--- config.mk ---
export PLATFORM = sky130hd
export DESIGN_NAME = uart_rx_ctrl_flat
export DESIGN_NICKNAME = d
export VERILOG_FILES = /design/src/rtl/uart_pkg.sv /design/src/rtl/uart_rx_ctrl_if.sv /design/src/rtl/uart_rx_sync.sv /design/src/rtl/uart_rx_ctrl.sv /design/src/flat_wrapper.sv
export SDC_FILE = /design/constraint.sdc
export NUM_CORES = 1
export LEC_CHECK = 0
export CAP_MARGIN = 15
export CORE_MARGIN = 3
export CORE_UTILIZATION = 48
export DETAILED_ROUTE_END_ITERATION = 12
export PLACE_DENSITY_LB_ADDON = 0.08
export SLEW_MARGIN = 10
export SYNTH_ARGS = -nofsm -noshare
export SYNTH_HDL_FRONTEND = slang
export SYNTH_SLANG_ARGS = --single-unit
--- constraint.sdc ---
create_clock -name clk -period 1.8 [get_ports clk]
set_input_delay 0.27 -clock clk [delete_from_list [all_inputs] [get_ports clk]]
set_output_delay 0.27 -clock clk [all_outputs]
set_load 0.05 [all_outputs]
--- src/rtl/uart_pkg.sv ---
// ============================================================================
// Module      : uart_pkg
// Description : Shared types and constants for the UART receive controller.
//               Optional feature macro: UART_RX_PARITY_EN (even parity bit).
// Revision    : 1.0 - initial release
// ============================================================================
`default_nettype none

package uart_pkg;

    localparam int OVERSAMPLE_DEF = 16;
    localparam int DATA_BITS_DEF  = 8;

    typedef enum logic [2:0] {
        IDLE   = 3'd0,
        START  = 3'd1,
        DATA   = 3'd2,
        PARITY = 3'd3,
        STOP   = 3'd4
    } rx_state_t;

`ifdef UART_RX_PARITY_EN
    localparam int PARITY_BITS = 1;
`else
    localparam int PARITY_BITS = 0;
`endif

    // bit_idx encoding: start is 0, data bits 1..N, then parity (if any), then stop
    localparam logic [3:0] BIT_START = 4'd0;
    localparam logic [3:0] BIT_STOP  = 4'(DATA_BITS_DEF + 1 + PARITY_BITS);

    function automatic logic [3:0] bit_stop_idx(input int data_bits);
        return 4'(data_bits + 1 + PARITY_BITS);
    endfunction

endpackage

`default_nettype wire

--- src/rtl/uart_rx_ctrl_if.sv ---
// ============================================================================
// Module      : uart_rx_ctrl_if
// Description : Delivery and status bundle of the UART receive controller.
//               master = receiver side, slave = consumer side.
// Revision    : 1.0 - initial release
// ============================================================================
`default_nettype none

interface uart_rx_ctrl_if #(
    parameter int DATA_BITS = 8
);
    logic [DATA_BITS-1:0] data_out;
    logic                 data_valid;
    logic                 data_ready;
    logic [3:0]           bit_idx;
    logic                 busy;
    logic                 framing_err;
    logic                 overrun_err;
    logic                 parity_err;

    modport master (
        output data_out, data_valid, bit_idx, busy,
               framing_err, overrun_err, parity_err,
        input  data_ready
    );

    modport slave (
        input  data_out, data_valid, bit_idx, busy,
               framing_err, overrun_err, parity_err,
        output data_ready
    );
endinterface

`default_nettype wire

--- src/rtl/uart_rx_sync.sv ---
// ============================================================================
// Module      : uart_rx_sync
// Description : Two-flop synchronizer for the raw serial line plus a
//               tick-sampled previous value for falling-edge detection.
//               All flops reset to the idle (high) line level.
// Revision    : 1.0 - initial release
// ============================================================================
`default_nettype none

module uart_rx_sync (
    input  wire logic clk,
    input  wire logic reset,
    input  wire logic rx_in,
    input  wire logic sample_tick,
    output logic      rx_s,
    output logic      rx_fall
);

    logic r_meta;
    logic r_sync;
    logic r_prev;

    // Two-stage metastability filter on the asynchronous line
    always_ff @(posedge clk or negedge reset) begin
        if (!reset) begin
            r_meta <= 1'b1;
            r_sync <= 1'b1;
        end else begin
            r_meta <= rx_in;
            r_sync <= r_meta;
        end
    end

    // Line level seen at the previous sample tick
    always_ff @(posedge clk or negedge reset) begin
        if (!reset) begin
            r_prev <= 1'b1;
        end else if (sample_tick) begin
            r_prev <= r_sync;
        end
    end

    assign rx_s    = r_sync;
    assign rx_fall = r_prev & ~r_sync;

endmodule

`default_nettype wire

--- src/rtl/uart_rx_ctrl.sv ---
// ============================================================================
// Module      : uart_rx_ctrl
// Description : UART receive controller. Start detection with false-start
//               rejection, mid-bit sampling, LSB-first shifting, stop check,
//               valid/ready holding register with framing/overrun flags.
//               Optional feature macro: UART_RX_PARITY_EN (even parity).
// Revision    : 1.0 - initial release
// ============================================================================
`default_nettype none

module uart_rx_ctrl
    import uart_pkg::*;
#(
    parameter int OVERSAMPLE = OVERSAMPLE_DEF,
    parameter int DATA_BITS  = DATA_BITS_DEF
) (
    input  wire logic       clk,
    input  wire logic       reset,
    input  wire logic       rx_in,
    input  wire logic       sample_tick,
    uart_rx_ctrl_if.master  bus
);

    localparam int             CW        = $clog2(OVERSAMPLE);
    localparam logic [CW-1:0]  CNT_HALF  = CW'(OVERSAMPLE / 2 - 1);
    localparam logic [CW-1:0]  CNT_FULL  = CW'(OVERSAMPLE - 1);
    localparam logic [3:0]     LAST_DATA = 4'(DATA_BITS);
    localparam logic [3:0]     IDX_STOP  = bit_stop_idx(DATA_BITS);

    logic w_rx_s;
    logic w_rx_fall;

    rx_state_t             r_state,   w_state_n;
    logic [CW-1:0]         r_cnt,     w_cnt_n;
    logic [3:0]            r_idx,     w_idx_n;
    logic [DATA_BITS-1:0]  r_shift,   w_shift_n;
    logic                  r_par_bad, w_par_bad_n;
    logic                  w_good;
    logic                  w_frame_err;
`ifdef UART_RX_PARITY_EN
    logic                  w_par_err;
    logic                  r_par_err;
`endif

    logic [DATA_BITS-1:0]  r_data;
    logic                  r_valid;
    logic                  r_frame_err;
    logic                  r_overrun;

    uart_rx_sync u_sync (
        .clk         (clk),
        .reset       (reset),
        .rx_in       (rx_in),
        .sample_tick (sample_tick),
        .rx_s        (w_rx_s),
        .rx_fall     (w_rx_fall)
    );

    // Frame sequencer state register; advances only on sample ticks via next-state logic
    always_ff @(posedge clk or negedge reset) begin
        if (!reset) begin
            r_state   <= IDLE;
            r_cnt     <= '0;
            r_idx     <= BIT_START;
            r_shift   <= '0;
            r_par_bad <= 1'b0;
        end else begin
            r_state   <= w_state_n;
            r_cnt     <= w_cnt_n;
            r_idx     <= w_idx_n;
            r_shift   <= w_shift_n;
            r_par_bad <= w_par_bad_n;
        end
    end

    // Next-state, counter, shift and frame-decision logic
    always_comb begin
        w_state_n   = r_state;
        w_cnt_n     = r_cnt;
        w_idx_n     = r_idx;
        w_shift_n   = r_shift;
        w_par_bad_n = r_par_bad;
        w_good      = 1'b0;
        w_frame_err = 1'b0;
`ifdef UART_RX_PARITY_EN
        w_par_err   = 1'b0;
`endif
        if (sample_tick) begin
            case (r_state)
                IDLE: begin
                    // Needs a genuine high-to-low transition, so a held-low break never retriggers
                    if (w_rx_fall) begin
                        w_state_n = START;
                        w_cnt_n   = '0;
                        w_idx_n   = BIT_START;
                    end
                end
                START: begin
                    if (r_cnt == CNT_HALF) begin
                        w_cnt_n = '0;
                        if (!w_rx_s) begin
                            w_state_n = DATA;
                            w_idx_n   = 4'd1;
                        end else begin
                            w_state_n = IDLE;
                            w_idx_n   = BIT_START;
                        end
                    end else begin
                        w_cnt_n = r_cnt + 1'b1;
                    end
                end
                DATA: begin
                    if (r_cnt == CNT_FULL) begin
                        w_cnt_n     = '0;
                        w_shift_n   = {w_rx_s, r_shift[DATA_BITS-1:1]};
                        w_par_bad_n = 1'b0;
                        if (r_idx == LAST_DATA) begin
`ifdef UART_RX_PARITY_EN
                            w_state_n = PARITY;
                            w_idx_n   = r_idx + 4'd1;
`else
                            w_state_n = STOP;
                            w_idx_n   = IDX_STOP;
`endif
                        end else begin
                            w_idx_n = r_idx + 4'd1;
                        end
                    end else begin
                        w_cnt_n = r_cnt + 1'b1;
                    end
                end
`ifdef UART_RX_PARITY_EN
                PARITY: begin
                    if (r_cnt == CNT_FULL) begin
                        w_cnt_n   = '0;
                        w_state_n = STOP;
                        w_idx_n   = IDX_STOP;
                        if (w_rx_s != ^r_shift) begin
                            w_par_err   = 1'b1;
                            w_par_bad_n = 1'b1;
                        end
                    end else begin
                        w_cnt_n = r_cnt + 1'b1;
                    end
                end
`endif
                STOP: begin
                    if (r_cnt == CNT_FULL) begin
                        w_cnt_n   = '0;
                        w_state_n = IDLE;
                        w_idx_n   = BIT_START;
                        if (!w_rx_s) begin
                            w_frame_err = 1'b1;
                        end else if (!r_par_bad) begin
                            w_good = 1'b1;
                        end
                    end else begin
                        w_cnt_n = r_cnt + 1'b1;
                    end
                end
                default: begin
                    w_state_n = IDLE;
                    w_cnt_n   = '0;
                    w_idx_n   = BIT_START;
                end
            endcase
        end
    end

    // Holding register, handshake and one-clk error pulses
    always_ff @(posedge clk or negedge reset) begin
        if (!reset) begin
            r_data      <= '0;
            r_valid     <= 1'b0;
            r_frame_err <= 1'b0;
            r_overrun   <= 1'b0;
        end else begin
            r_frame_err <= w_frame_err;
            r_overrun   <= 1'b0;
            if (w_good) begin
                // A consumer read in the same clk frees the register for the new byte
                if (!r_valid || bus.data_ready) begin
                    r_data  <= r_shift;
                    r_valid <= 1'b1;
                end else begin
                    r_overrun <= 1'b1;
                end
            end else if (r_valid && bus.data_ready) begin
                r_valid <= 1'b0;
            end
        end
    end

`ifdef UART_RX_PARITY_EN
    // Parity mismatch pulse, aligned with the other error flags
    always_ff @(posedge clk or negedge reset) begin
        if (!reset) begin
            r_par_err <= 1'b0;
        end else begin
            r_par_err <= w_par_err;
        end
    end
    assign bus.parity_err = r_par_err;
`else
    assign bus.parity_err = 1'b0;
`endif

    assign bus.data_out    = r_data;
    assign bus.data_valid  = r_valid;
    assign bus.bit_idx     = r_idx;
    assign bus.busy        = (r_state != IDLE);
    assign bus.framing_err = r_frame_err;
    assign bus.overrun_err = r_overrun;

endmodule

`default_nettype wire

--- src/flat_wrapper.sv ---
// flat-port wrapper written by rule: the top's interface ports become plain ports
module uart_rx_ctrl_flat import uart_pkg::*;
#(
    parameter int OVERSAMPLE = OVERSAMPLE_DEF,
    parameter int DATA_BITS  = DATA_BITS_DEF
)
  (clk, reset, rx_in, sample_tick, bus_data_out, bus_data_valid, bus_bit_idx, bus_busy, bus_framing_err, bus_overrun_err, bus_parity_err, bus_data_ready);
  uart_rx_ctrl_if #(.DATA_BITS(DATA_BITS)) bus_i ();
  input  wire logic clk;
  input  wire logic reset;
  input  wire logic rx_in;
  input  wire logic sample_tick;
  output wire logic [$bits(bus_i.data_out)-1:0] bus_data_out;
  output wire logic [$bits(bus_i.data_valid)-1:0] bus_data_valid;
  output wire logic [$bits(bus_i.bit_idx)-1:0] bus_bit_idx;
  output wire logic [$bits(bus_i.busy)-1:0] bus_busy;
  output wire logic [$bits(bus_i.framing_err)-1:0] bus_framing_err;
  output wire logic [$bits(bus_i.overrun_err)-1:0] bus_overrun_err;
  output wire logic [$bits(bus_i.parity_err)-1:0] bus_parity_err;
  input wire logic [$bits(bus_i.data_ready)-1:0] bus_data_ready;
  assign bus_data_out = bus_i.data_out;
  assign bus_data_valid = bus_i.data_valid;
  assign bus_bit_idx = bus_i.bit_idx;
  assign bus_busy = bus_i.busy;
  assign bus_framing_err = bus_i.framing_err;
  assign bus_overrun_err = bus_i.overrun_err;
  assign bus_parity_err = bus_i.parity_err;
  assign bus_i.data_ready = bus_data_ready;
  uart_rx_ctrl #(.OVERSAMPLE(OVERSAMPLE), .DATA_BITS(DATA_BITS)) u_core (.clk(clk), .reset(reset), .rx_in(rx_in), .sample_tick(sample_tick), .bus(bus_i));
endmodule
==> results.toml <==
[timing]
finalCritPeriodShare = 0.9687
relSlewSlack = 0.6627
skew_ns = 0.008645
max_freq_ghz = 0.5735
rsz0062_at_grt = "no"
tightest_slew_ns = 0.5051
hold_viol_final = 0
slew_violations = 0
post-route-min-period_ns = 1.744
setup_viol = 0

[global_routing]
grt_usage = 0.1760
grt_pass1_wl_um = 5388
grt_max_degree = 34
grt_pass1_vias = 1166
antenna_found_initial = 0
grt_overflow_total = 0

[synthesis]
yosysTopAreaCellShare = 0.4800
ys_warn_count = 0
synth_common_cells = "dfrtp_1 (30), mux2_2 (17), nand2_1 (8)"
yosysMostFrequentCell = "dfrtp_1"
ys_ff_latch = 33
synth_edf_count = 0
ys_types = 45
ys_seq_area_frac = 0.5304
ys.flop_type = "dfrtp_1"
syn_inst = 125
synth-async-reset-ratio = 1.000
synth_area_leaders = "dfrtp_1 (48%), mux2_2 (12%), dfstp_2 (5.0%), ha_1 (2.4%), buf_6 (2.2%)"
synth.net_count = 133
syn_avg_cell_area_um2 = 12.51
syn-cell-area_um2 = 1564
synth.largest_area_cell = "dfrtp_1"

[worst_setup_path]
max_stage_delay_ns = 0.52
crit_path_cell_trace = "or3b_2 -> nor2_4 -> mux2_2"
r2r_setup_slack_ns = 0.06
r2r_start = "u_core.r_state[2]"
r2r_cells = 3
criticalPathCategory = "reg -> reg"
crit_path_top_delay_cell = "or3b_2"
start_kind = "register"
worst_ep_required_time_ns = 2.01
r2r_end = "u_core.r_shift[1]"
cp-end-kind = "register"
arrival_ns = 1.96
crit_fanout = 8

[final_layout]
layout-drive-gt1-share = 0.3827
area_delta_synth_final_pct = 27.52
antenna_cells = 0
finish.instance_area_um2 = 1994
nets = 169

[placement]
place_area_um2 = 1877
globalplace.congestion = 0.7773
port_buffers = 20
hpwlAfterDp_um = 2145

[pwr]
pwr-share-comb = 0.362
pwr-share-seq = 0.392
power_switching_uw = 806.0
p_leak_uw = 0.001073
p_sw_frac = 0.3445
finalPower_uw = 2340
power_density_nw_per_um2 = 1173
peakVddDrop_v = 0.0005663
p_int_uw = 1534
p_clk_frac = 0.246

[die]
die_y_um = 63.08
die_x_um = 63.08
die_area_um2 = 3979
num_rows = 20
ios = 22
start_util = 0.5081
coreArea_um2 = 3078

[clock_tree]
clockBufferDepth = 2
htreeDepth = 2
path_clk_slew_ns = 0.10
clock_latency_ns = 0.33
cts_tree = "done"
clock_sinks = 33
cts_hold_buf = 0
cts_buffers = 5
cts_root_buf = "clkbuf_4"

[drt]
top_layer = "met4"
wirelength_met1_um = 1245
wl_met2_um = 1506
wire_per_inst_um = 14.06
drc = 0
vias = 1056
drtAntennaViolNets = 0
post_drt_via_cell_ratio = 5.126
drtIter0Drc = 79
drt_wl_total_um = 2896
drtPass1Iterations = 4
met3_length_um = 123

[flow_run]
maxCapViolCount = 0

[status]
outcome = "completed"

[worst_hold_path]
hp-class = "in -> async"
worst max-delay path by stage:
stage                                       from                      to  slack (ns)
after floorplan                u_core.r_state[1]       u_core.r_state[1]        0.03
after global placement               sample_tick  u_core.bus.data_out[3]       -0.02
after detailed placement             sample_tick  u_core.bus.data_out[6]       -0.03
after CTS                 u_core.bus.data_out[7]         bus_data_out[7]      0.0006
after global routing      u_core.bus.data_out[5]         bus_data_out[5]       0.005
final                          u_core.r_state[2]       u_core.r_shift[1]        0.06
power by group through the flow:
stage	Clock [uW]	Combinational [uW]	Sequential (uW)
global route	633	930	935
floorplan	0	585	954
CTS	599	854	914
global placement	0	830	927
finish	575	847	918
detailed placement	0	853	930
sequential cells by signal, indices dropped and copies added, names as in the netlist:
signal                  count
u_core.bus.data_out         8
u_core.r_shift              8
u_core.bus.bit_idx          4
u_core.r_cnt                4
u_core.r_state              3
u_core.bus.data_valid       1
u_core.bus.framing_err      1
u_core.bus.overrun_err      1
u_core.u_sync.r_meta        1
u_core.u_sync.r_prev        1
u_core.u_sync.rx_s          1
cell families after synthesis:
kind of cell	synth area share
and+or+nand+nor	0.1296
buffers and inverters	0.04640
adders and majority gates	0.02400
AOI/OAI and AO/OA	0.1160
DFF	0.5304
other	0.002398
muxes	0.1512
timing repair:
| item | CTS | global route |
|---|---|---|
| setup endpoints to repair | 0 | 22 |
| resized for setup | 0 | 13 |
| setup buffers | 0 | 0 |
cells in the final DEF, fill, tap and decap left out, types with 4 or more instances in the layout:
master           instances
mux2_2                  17
dlymetal6s2s_1          10
nand3_1                  4
dfrtp_1                 30
clkdlybuf4s50_1          5
clkbuf_4                 5
inv_1                    7
buf_4                   19
nand2_1                  8
final cells by class:
type / instances / area (um^2)
Clock buffer: 7 / 55.05
Clock inverter: 1 / 30.03
Fill cell: 260 / 1084
Inverter: 7 / 26.28
Multi-Input combinational cell: 80 / 680.7
Sequential cell: 33 / 829.5
Tap cell: 44 / 55.05
Timing Repair Buffer: 34 / 317.8
critical path, delay by kind of cell, from the launching register on:
kind | cells | cell delay, ns
flip-flops | 1 | 0.49
multiplexers | 1 | 0.38
AND/OR/NAND/NOR | 2 | 0.76
through the flow:
step	std cells	utilization	worst slack (ns)	hold WS [ns]	setup TNS [ns]
floorplan	125	-	0.03190	-0.02559	0
global placement	198	0.6098	-0.02156	0.3459	-0.1777
detailed placement	198	0.6098	-0.03483	0.3473	-0.3229
CTS	206	0.6374	0.0005835	0.3168	0
global route	206	0.6480	0.005173	0.3328	0
finish	206	0.6480	0.05629	0.3242	0
per-layer routing:
| layer | vias up | global-route usage |
|---|---|---|
| li1 | 520 | - |
| met1 | 516 | 0.2095 |
| met2 | 18 | 0.2885 |
| met3 | 2 | 0.05704 |
| met4 | 0 | 0.07989 |
| met5 | - | 0 |
Power figures use the tool's default switching activity.
